**config.mk**
```make
export PLATFORM = sky130hd
export DESIGN_NAME = cvxif_copro_responder
export DESIGN_NICKNAME = d
export VERILOG_FILES = /design/src/rtl/riscv.sv /design/src/rtl/cvxif_pkg.sv /design/src/rtl/cvxif_instr_pkg.sv /design/src/rtl/cvxif_copro_decoder.sv /design/src/rtl/cvxif_copro_responder.sv
export SDC_FILE = /design/constraint.sdc
export NUM_CORES = 1
export LEC_CHECK = 0
export CORE_MARGIN = 2
export CORE_UTILIZATION = 45
export DETAILED_ROUTE_END_ITERATION = 10
export GPL_ROUTABILITY_DRIVEN = 0
export HOLD_SLACK_MARGIN = 0.03
export PLACE_DENSITY = 0.7
export SLEW_MARGIN = 0
export SYNTH_ARGS = -nofsm -noshare
export SYNTH_HDL_FRONTEND = slang
export SYNTH_SLANG_ARGS = --single-unit
```
**constraint.sdc**
```tcl
create_clock -name clk_i -period 7.51 [get_ports clk_i]
set_input_delay 2.253 -clock clk_i [delete_from_list [all_inputs] [get_ports clk_i]]
set_output_delay 2.253 -clock clk_i [all_outputs]
set_load 0.03 [all_outputs]
```
**src/rtl/riscv.sv**
```systemverilog
// Minimal RISC-V architectural constants used by the CVXIF coprocessor slice.
package riscv;

  localparam int unsigned XLEN          = 32;
  localparam logic [5:0]  ILLEGAL_INSTR = 6'd2;

endpackage

```
**src/rtl/cvxif_pkg.sv**
```systemverilog
// CoreV-X-Interface request/response types between the core's CVXIF unit and a coprocessor.
package cvxif_pkg;

  localparam int unsigned X_NUM_RS    = 3;
  localparam int unsigned X_ID_WIDTH  = 4;
  localparam int unsigned X_RFR_WIDTH = riscv::XLEN;
  localparam int unsigned X_RFW_WIDTH = riscv::XLEN;

  typedef struct packed {
    logic [31:0]                          instr;
    logic [X_ID_WIDTH-1:0]                id;
    logic [X_NUM_RS-1:0][X_RFR_WIDTH-1:0] rs;
    logic [X_NUM_RS-1:0]                  rs_valid;
  } x_issue_req_t;

  typedef struct packed {
    logic accept;
    logic writeback;
    logic dualwrite;
    logic dualread;
    logic loadstore;
    logic exc;
  } x_issue_resp_t;

  typedef struct packed {
    logic [X_ID_WIDTH-1:0] id;
    logic                  x_commit_kill;
  } x_commit_t;

  typedef struct packed {
    logic [X_ID_WIDTH-1:0]  id;
    logic [X_RFW_WIDTH-1:0] data;
    logic [4:0]             rd;
    logic                   we;
    logic                   exc;
    logic [5:0]             exccode;
  } x_result_t;

  typedef struct packed {
    logic         x_issue_valid;
    x_issue_req_t x_issue_req;
    logic         x_commit_valid;
    x_commit_t    x_commit;
    logic         x_result_ready;
  } cvxif_req_t;

  typedef struct packed {
    logic          x_issue_ready;
    x_issue_resp_t x_issue_resp;
    logic          x_result_valid;
    x_result_t     x_result;
  } cvxif_resp_t;

endpackage

```
**src/rtl/cvxif_instr_pkg.sv**
```systemverilog
// Custom-0 instruction encodings, queue entry layout and queue states for the coprocessor.
package cvxif_instr_pkg;

  localparam logic [6:0] OpcodeCustom0 = 7'b0001011;

  typedef enum logic [2:0] {
    ADD  = 3'b000,
    SUB  = 3'b001,
    XOR  = 3'b010,
    NOP  = 3'b011,
    EXC  = 3'b100,
    ADD3 = 3'b101
  } copro_op_e;

  typedef enum logic [1:0] {
    EMPTY  = 2'd0,
    ACTIVE = 2'd1,
    FULL   = 2'd2
  } queue_state_e;

  typedef struct packed {
    logic [cvxif_pkg::X_ID_WIDTH-1:0] id;
    logic [4:0]                       rd;
    copro_op_e                        op;
    logic [riscv::XLEN-1:0]           rs1;
    logic [riscv::XLEN-1:0]           rs2;
    logic [riscv::XLEN-1:0]           rs3;
    logic                             committed;
    logic                             killed;
  } copro_entry_t;

  function automatic logic op_writes_rd(input copro_op_e op);
    case (op)
      ADD, SUB, XOR, ADD3: return 1'b1;
      default:             return 1'b0;
    endcase
  endfunction

endpackage

```
**src/rtl/cvxif_copro_decoder.sv**
```systemverilog
// Combinational custom-0 decoder: accept/writeback/exception flags and operation for one instruction.
module cvxif_copro_decoder
  import cvxif_instr_pkg::*;
(
  input  logic [31:0]                      instr,
  input  logic [cvxif_pkg::X_NUM_RS-1:0]   rs_valid,
  output logic                             accept,
  output logic                             we,
  output logic                             exc,
  output copro_op_e                        op
);

  logic unused_instr_s;
  assign unused_instr_s = ^{instr[31:15], instr[11:7]};

  // Opcode/funct3 lookup; unlisted combinations are rejected.
  always_comb begin
    accept = 1'b0;
    exc    = 1'b0;
    op     = NOP;
    if (instr[6:0] == OpcodeCustom0) begin
      case (instr[14:12])
        3'b000:  begin op = ADD; accept = 1'b1; end
        3'b001:  begin op = SUB; accept = 1'b1; end
        3'b010:  begin op = XOR; accept = 1'b1; end
        3'b011:  begin op = NOP; accept = 1'b1; end
        3'b100:  begin op = EXC; accept = 1'b1; exc = 1'b1; end
        3'b101:  begin
          op     = ADD3;
          accept = (cvxif_pkg::X_NUM_RS == 32'd3) && (&rs_valid);
        end
        default: begin op = NOP; accept = 1'b0; end
      endcase
    end else begin
      accept = 1'b0;
    end
    we = accept && op_writes_rd(op);
  end

endmodule

```
**src/rtl/cvxif_copro_responder.sv**
```systemverilog
// CVXIF coprocessor responder: decode at issue, in-order queue awaiting commit/kill,
// execute at the head and return results through a single result register.
module cvxif_copro_responder
  import cvxif_pkg::*;
  import cvxif_instr_pkg::*;
#(
  parameter int unsigned FifoDepth = 4
) (
  input  logic        clk_i,
  input  logic        rst_ni,
  input  cvxif_req_t  cvxif_req_i,
  output cvxif_resp_t cvxif_resp_o
);

  localparam int unsigned     PtrW    = $clog2(FifoDepth);
  localparam int unsigned     CntW    = PtrW + 1;
  localparam logic [CntW-1:0] CntFull = CntW'(FifoDepth);

  copro_entry_t       entries_r [FifoDepth];
  logic [PtrW-1:0]    wr_ptr_r, rd_ptr_r, offset_s;
  logic [CntW-1:0]    count_r, count_next_s;
  queue_state_e       state_r, state_next_s;
  logic               res_valid_r;
  x_result_t          res_r, exec_s;

  logic               dec_accept_s, dec_we_s, dec_exc_s;
  copro_op_e          dec_op_s;
  logic               issue_ready_s, push_s, pop_s, load_s, drain_s, push_commit_s;
  logic [FifoDepth-1:0] entry_valid_s, commit_hit_s;
  copro_entry_t       head_s, push_entry_s;

  cvxif_copro_decoder u_decoder (
    .instr    (cvxif_req_i.x_issue_req.instr),
    .rs_valid (cvxif_req_i.x_issue_req.rs_valid),
    .accept   (dec_accept_s),
    .we       (dec_we_s),
    .exc      (dec_exc_s),
    .op       (dec_op_s)
  );

  // Issue ready is a pure function of occupancy, never of same-cycle pops.
  assign issue_ready_s = (state_r != FULL);
  assign push_s        = cvxif_req_i.x_issue_valid && issue_ready_s && dec_accept_s;
  assign head_s        = entries_r[rd_ptr_r];

  // Occupancy mask and commit id search, including bypass onto the entry being pushed.
  always_comb begin
    entry_valid_s = {FifoDepth{1'b0}};
    commit_hit_s  = {FifoDepth{1'b0}};
    offset_s      = {PtrW{1'b0}};
    for (int i = 0; i < FifoDepth; i++) begin
      offset_s         = PtrW'(i) - rd_ptr_r;
      entry_valid_s[i] = ({1'b0, offset_s} < count_r);
      commit_hit_s[i]  = entry_valid_s[i] && cvxif_req_i.x_commit_valid &&
                         (entries_r[i].id == cvxif_req_i.x_commit.id);
    end
    push_commit_s = cvxif_req_i.x_commit_valid &&
                    (cvxif_req_i.x_commit.id == cvxif_req_i.x_issue_req.id);

    push_entry_s.id        = cvxif_req_i.x_issue_req.id;
    push_entry_s.rd        = cvxif_req_i.x_issue_req.instr[11:7];
    push_entry_s.op        = dec_op_s;
    push_entry_s.rs1       = cvxif_req_i.x_issue_req.rs[0];
    push_entry_s.rs2       = cvxif_req_i.x_issue_req.rs[1];
    push_entry_s.rs3       = cvxif_req_i.x_issue_req.rs[X_NUM_RS-1];
    push_entry_s.committed = push_commit_s && !cvxif_req_i.x_commit.x_commit_kill;
    push_entry_s.killed    = push_commit_s && cvxif_req_i.x_commit.x_commit_kill;
  end

  // Head handling: killed entries drop silently, committed ones move into the result register.
  always_comb begin
    drain_s = res_valid_r && cvxif_req_i.x_result_ready;
    pop_s   = 1'b0;
    load_s  = 1'b0;
    if (state_r != EMPTY) begin
      if (head_s.killed) begin
        pop_s = 1'b1;
      end else if (head_s.committed && (!res_valid_r || drain_s)) begin
        pop_s  = 1'b1;
        load_s = 1'b1;
      end else begin
        pop_s  = 1'b0;
      end
    end else begin
      pop_s = 1'b0;
    end
  end

  // Execute unit on the head entry; arithmetic wraps at XLEN.
  always_comb begin
    exec_s.id      = head_s.id;
    exec_s.rd      = head_s.rd;
    exec_s.we      = op_writes_rd(head_s.op);
    exec_s.exc     = (head_s.op == EXC);
    exec_s.exccode = (head_s.op == EXC) ? riscv::ILLEGAL_INSTR : 6'd0;
    case (head_s.op)
      ADD:     exec_s.data = head_s.rs1 + head_s.rs2;
      SUB:     exec_s.data = head_s.rs1 - head_s.rs2;
      XOR:     exec_s.data = head_s.rs1 ^ head_s.rs2;
      ADD3:    exec_s.data = head_s.rs1 + head_s.rs2 + head_s.rs3;
      default: exec_s.data = {X_RFW_WIDTH{1'b0}};
    endcase
  end

  // Occupancy bookkeeping and queue state transitions.
  always_comb begin
    case ({push_s, pop_s})
      2'b10:   count_next_s = count_r + CntW'(1'b1);
      2'b01:   count_next_s = count_r - CntW'(1'b1);
      default: count_next_s = count_r;
    endcase
    state_next_s = state_r;
    case (state_r)
      EMPTY:   state_next_s = push_s ? ACTIVE : EMPTY;
      ACTIVE: begin
        if (count_next_s == CntFull)                state_next_s = FULL;
        else if (count_next_s == {CntW{1'b0}})      state_next_s = EMPTY;
        else                                        state_next_s = ACTIVE;
      end
      FULL:    state_next_s = pop_s ? ACTIVE : FULL;
      default: state_next_s = EMPTY;
    endcase
  end

  // Queue storage: new entry on push, commit/kill flag on a matching id.
  always_ff @(posedge clk_i or negedge rst_ni) begin
    if (!rst_ni) begin
      for (int i = 0; i < FifoDepth; i++) entries_r[i] <= '0;
    end else begin
      for (int i = 0; i < FifoDepth; i++) begin
        if (push_s && (wr_ptr_r == PtrW'(i))) begin
          entries_r[i] <= push_entry_s;
        end else if (commit_hit_s[i]) begin
          if (cvxif_req_i.x_commit.x_commit_kill) entries_r[i].killed    <= 1'b1;
          else                                    entries_r[i].committed <= 1'b1;
        end
      end
    end
  end

  // Pointers, count, state and the result register.
  always_ff @(posedge clk_i or negedge rst_ni) begin
    if (!rst_ni) begin
      wr_ptr_r    <= {PtrW{1'b0}};
      rd_ptr_r    <= {PtrW{1'b0}};
      count_r     <= {CntW{1'b0}};
      state_r     <= EMPTY;
      res_valid_r <= 1'b0;
      res_r       <= '0;
    end else begin
      if (push_s) wr_ptr_r <= wr_ptr_r + PtrW'(1'b1);
      if (pop_s)  rd_ptr_r <= rd_ptr_r + PtrW'(1'b1);
      count_r <= count_next_s;
      state_r <= state_next_s;
      if (load_s) begin
        res_valid_r <= 1'b1;
        res_r       <= exec_s;
      end else if (drain_s) begin
        res_valid_r <= 1'b0;
      end
    end
  end

  // Issue response is gated by issue_valid; result fields come straight from the register.
  always_comb begin
    cvxif_resp_o               = '0;
    cvxif_resp_o.x_issue_ready = issue_ready_s;
    if (cvxif_req_i.x_issue_valid) begin
      cvxif_resp_o.x_issue_resp.accept    = dec_accept_s;
      cvxif_resp_o.x_issue_resp.writeback = dec_we_s;
      cvxif_resp_o.x_issue_resp.exc       = dec_exc_s;
    end else begin
      cvxif_resp_o.x_issue_resp = '0;
    end
    cvxif_resp_o.x_result_valid = res_valid_r;
    cvxif_resp_o.x_result       = res_r;
  end

endmodule

```
-- Yosys cells after proc, flatten, opt, wreduce, memory -nomap -nowiden
Index checks and enable logic that the tools add are counted.
- output and inout port bits: 57
- flip-flop bits (word level): 499
- bits of input ports: 145
- reduce and logical (&&, ||, !) cells: 51
- muxes and demuxes: 38
- equal/unequal tests: 31
- bitwise logic cells: 2
- order comparisons: 5
- add/subtract/negate cells: 11
- operators by type and width (cell ; number):
    $bmux W110 S2 ; 1
    $mux W110 ; 2
    $pmux W32 S4 ; 1
    $add A32 B32 Y32 ; 2
    $sub A32 B32 Y32 ; 1
    $xor A32 B32 Y32 ; 1
    $mux W2 ; 12
    $eq A4 B4 Y1 ; 5
    $logic_and A1 B1 Y1 ; 20
    $reduce_bool A2 Y1 ; 10
    $eq A3 B3 Y1 const B ; 6
    $mux W1 ; 17
    $reduce_and A2 Y1 ; 8
    $pmux W3 S5 ; 1
    $eq A3 B2 Y1 const B ; 4
    $logic_not A3 Y1 ; 4
    $lt A2 B3 Y1 ; 4
    $eq A3 B1 Y1 const B ; 3
    $eq A2 B2 Y1 const B ; 4
    $ne A2 B1 Y1 const B ; 4
    $reduce_or A4 Y1 ; 2
    $eq A7 B4 Y1 const B ; 1
    $eq A2 B1 Y1 const B ; 3
    $pmux W2 S3 ; 1
    16 further kinds ; 21

-- Logic depth before layout (Yosys ltp)
- word-level depth: 14
- depth in mapped cells: 27
- depth with buffers taken out: 23

-- Modules after synthesis
A second synthesis with hierarchy kept.
- cells, all modules: 2206
- area total of the unflattened synthesis: 27274.9 um2
- modules (own cells, without submodules) (module ; instances ; area each (um2) ; cells an instance):
    cvxif_copro_responder ; 1 ; 27157.3 ; 2195
    cvxif_copro_decoder ; 1 ; 117.6 ; 11

-- Worst setup path after synthesis
OpenSTA, ideal clock, no wires.
- path type: reg-to-reg
- start: register rd_ptr_r[0]
- end: register res_r (netlist bit cvxif_resp_o[44])
- period minus slack after synthesis: 6.708 ns
- setup time: 0.087 ns
- arrival: 6.620 ns
- cell stages (with the launch flop): 26
- setup slack: 0.802 ns
- buffers on the path: 4
- path through: dfrtp_1 buf_2 clkbuf_1 buf_1 buf_1 mux4_2 ha_1 fa_1 nor2b_1 o221ai_1 o21ai_1 nor2_1 a211oi_2 o41ai_2 xnor2_1 ha_1 a21o_1 a21o_1 a21o_1 a21oi_1 o21bai_1 nand4_1 a21oi_1 a211oi_1 xnor3_1 o211ai_1
- cells in the longest elaborated chain, start to end: 8
- elaborated cells between the ends (all ways): 17
- those cells by class: add/sub (3); eq/ne (3); mux (7); bitwise (2); reduce/logical (2)
- ends and longest elaborated chain (element ; line ; RTL):
    start, declared ; cvxif_copro_responder.sv:20 ; logic [PtrW-1:0] wr_ptr_r, rd_ptr_r, offset_s;
    start signal, assigned ; cvxif_copro_responder.sv:145 ; rd_ptr_r <= {PtrW{1'b0}};
    start signal, assigned ; cvxif_copro_responder.sv:152 ; if (pop_s) rd_ptr_r <= rd_ptr_r + PtrW'(1'b1);
    $not A2 Y3 (implied by the code) (*) ; cvxif_copro_responder.sv:44 ; assign head_s = entries_r[rd_ptr_r];
    $bmux W110 S2 (*) ; cvxif_copro_responder.sv:44 ;
    $mux W110 (implied by the code) (*) (2 in series) ; cvxif_copro_responder.sv:44 ;
    branches (longest 4 deep; another with $add A32 B32 Y32) ; -- ;
    end signal, assigned ; cvxif_copro_responder.sv:157 ; res_r <= exec_s;
    end, declared ; cvxif_copro_responder.sv:24 ; x_result_t res_r, exec_s;
Mark *: on every way between the ends. The select of a mux whose other input is x is not followed.
A chain may end at the register's enable or synchronous reset.

==> results.toml <==
[run_status]
status = "complete, no violations"

[critical_path]
crit_path_start_kind = "input port"
timing.rr.end = "cvxif_resp_o[44]"
path_class = "in -> out"
reg2reg_depth = 22
arrival_ns = 4.63
cp_max_fo = 6
rr_startpoint = "rd_ptr_r[0]"
cp.required_ns = 5.26
r2r_slack_ns = 1.05
setup.worst_path.end_class = "output pin"

[global_routing]
grt_start_max_net_pins = 158
grt_pass1_wl_mm = 127
grt_pass1_vias = 22486
antenna_found_initial = 6
track_usage = 0.254
overflow = 0

[detailed_routing]
ant_nets = 0
firstDrtPassIters = 6
vias_per_cell = 5.66
drc = 0
vias = 22954
routed_wl_mm = 79.9
drtIter0Drc = 2060
wl_per_cell_um = 19.7

[layout]
drive_above_1_share = 0.0811
seqCellArea_mm2 = 0.0123
n_fill_cell = 5392
multi_input_area_mm2 = 0.0143
nNetsFinal = 3486
synthToLayoutAreaGrowth_pct = 15.5

[die]
io_pins = 202
row_count = 90
coreArea_mm2 = 0.0605
dieArea_mm2 = 0.0633
dieHeight_um = 252
start_util = 0.456
die_w_um = 252

[logic_synthesis]
yosysTopAreaCellShare = 0.448
ys_types = 87
synth_common_cells = "nand2_1 (1366), dfrtp_1 (493), clkbuf_1 (145), nor2_1 (118), a21oi_1 (116)"
synth_flop_cell = "dfrtp_1"
synth.most_common_cell = "nand2_1"
syn_area_mm2 = 0.0276
post_synth.cell_area_avg_um2 = 8.76
synthCells = 3147
ys_seq_area_frac = 0.448
ys_ff_latch = 493
synth-async-reset-ratio = 1.00
synth_largest_area_cell = "dfrtp_1"
synth-edff-count = 0
synth_area_leaders = "dfrtp_1 (45%), nand2_1 (19%), mux4_2 (8.9%), ha_1 (4.8%), xnor2_1 (2.3%)"
ys_warn_count = 0

[clocking]
cts.root.buffer_cell = "clkbuf_16"
ctsResizeCount = 0
h-tree-depth = 2
insertion_delay_ns = 0.63
numCtsBuffers = 52
cts_buffer_depth = 3
cts_tree = "built"
clkSinkCount = 493
cts_setup_buffers = 0
clkSlewWorstSetupHoldPaths_ns = 0.06
ctsHoldBuffers = 0

[timing]
fin_crit_ns = 6.88
timing.fmax_ghz = 0.145
setup_ws_ns = 0.628
setup_viol = 0
period_share = 0.916
holdWs_ns = 0.468
final_hold_viol_count = 0
fin_skew_ns = 0.0403
tns_ns = 0
rsz0062_at_grt = "no"
tightest_slew_ns = 0.948
max_slew_margin = 0.368
drv_slew = 0

[run]
maxCapViolCount = 0

[hold_path]
hp-class = "reg -> reg"
holdPathEnd = "entries_r[125]"
min_from = "entries_r[125]"
hold_depth = 2

[power_and_ir_drop]
leakagePower_uw = 0.0161
p_per_area_mw_per_mm2 = 197
ir_drop_mv = 0.154

[placed_design]
preCtsSetupSlack_ns = 0.632
hpwl_mm = 52.6
io_buffers = 176
==> cell type report <==
| type | count | area share |
|---|---|---|
| multi-input combinational | 2398 | 0.449 |
| tap | 782 | 0.0307 |
| clock inverter | 23 | 0.0119 |
| inverter | 83 | 0.00979 |
| timing repair buffer | 203 | 0.0642 |
| sequential | 493 | 0.388 |
| clock buffer | 68 | 0.0459 |
| antenna | 4 | 0.000315 |
==> state kept, by name, summed over array words and instances (netlist names) <==
register      count
count_r           3
res_valid_r       1
wr_ptr_r          2
cvxif_resp_o     43
rd_ptr_r          2
entries_r       440
state_r           2
==> cells by family after synthesis <==
family | after synthesis | share of synthesized area
AND/OR/NAND/NOR | 1619 | 0.231
flip-flops | 493 | 0.448
AO/OA/AOI/OAI | 440 | 0.106
buffers and inverters | 263 | 0.0380
multiplexers | 125 | 0.0954
adder cells (fa/ha/maj) | 110 | 0.0510
XOR/XNOR | 96 | 0.0310
other | 1 | 0.000136
==> cell usage in the layout (no fill, tap or decap), types with 8 or more instances in the layout <==
cell,n
nor2b_1,13
nor3_1,34
nand3_1,15
a31oi_1,12
a221oi_1,9
clkbuf_16,52
o31ai_1,8
o21bai_1,24
xor2_1,23
o21ai_0,97
mux2_2,12
clkbuf_8,10
ha_1,106
clkinv_2,9
dfrtp_1,491
nor2_1,118
o21a_1,10
a211oi_1,19
conb_1,8
nand2_1,1362
a21oi_1,116
nand2b_1,18
bufinv_16,8
o22ai_1,12
a21o_1,30
and3_1,8
clkdlybuf4s50_1,175
xnor2_1,72
inv_1,82
a22oi_1,10
mux4_2,109
buf_4,21
o211ai_1,18
nand4_1,9
==> metrics by stage <==
step / cells / total power [µW] / util / cell area (µm²)
2_1_floorplan: 3154 / 3240 / - / 27600
6_report: 4054 / 6260 / 0.526 / 31800
3_3_place_gp: 3959 / 3550 / 0.496 / 30000
4_1_cts: 4050 / 6310 / 0.526 / 31800
5_1_grt: 4053 / 6480 / 0.526 / 31800
3_5_place_dp: 3959 / 3560 / 0.496 / 30000
==> critical path: stages <==
cell and delay, ns:
clkdlybuf4s50_1 0.39, nor4b_1 0.31, nand4b_1 0.19, nor2_1 0.34, nand2_1 0.22, nor3b_1 0.21
clkdlybuf4s50_1 0.70
==> worst max-delay path by stage <==
stage                startpoint          endpoint  slack [ns]
3_3_place_gp   cvxif_req_i[115]  cvxif_resp_o[50]        0.66
3_5_place_dp   cvxif_req_i[115]  cvxif_resp_o[50]        0.63
6_report       cvxif_req_i[115]  cvxif_resp_o[50]        0.63
5_1_grt        cvxif_req_i[115]  cvxif_resp_o[50]        0.38
2_1_floorplan       rd_ptr_r[0]  cvxif_resp_o[44]        0.80
4_1_cts        cvxif_req_i[115]  cvxif_resp_o[50]        0.60
==> per-layer routing <==
layer | GRT usage | vias up | part of all wire
li1 | - | 10661 | -
met2 | 0.406 | 845 | 0.46
met4 | 0.0895 | 6 | 0.029
met5 | 0 | - | 0.00049
met1 | 0.357 | 11330 | 0.43
met3 | 0.0356 | 112 | 0.072
==> where the power goes <==
part	internal, µW	leakage [µW]	total, µW	switching [µW]
clock network	1650	0.000904	2760	1110
registers	2680	0.00687	2730	49.7
logic	316	0.00828	766	450
total	4650	0.0161	6260	1610
Note: power is estimated with default switching activity, not from simulation.
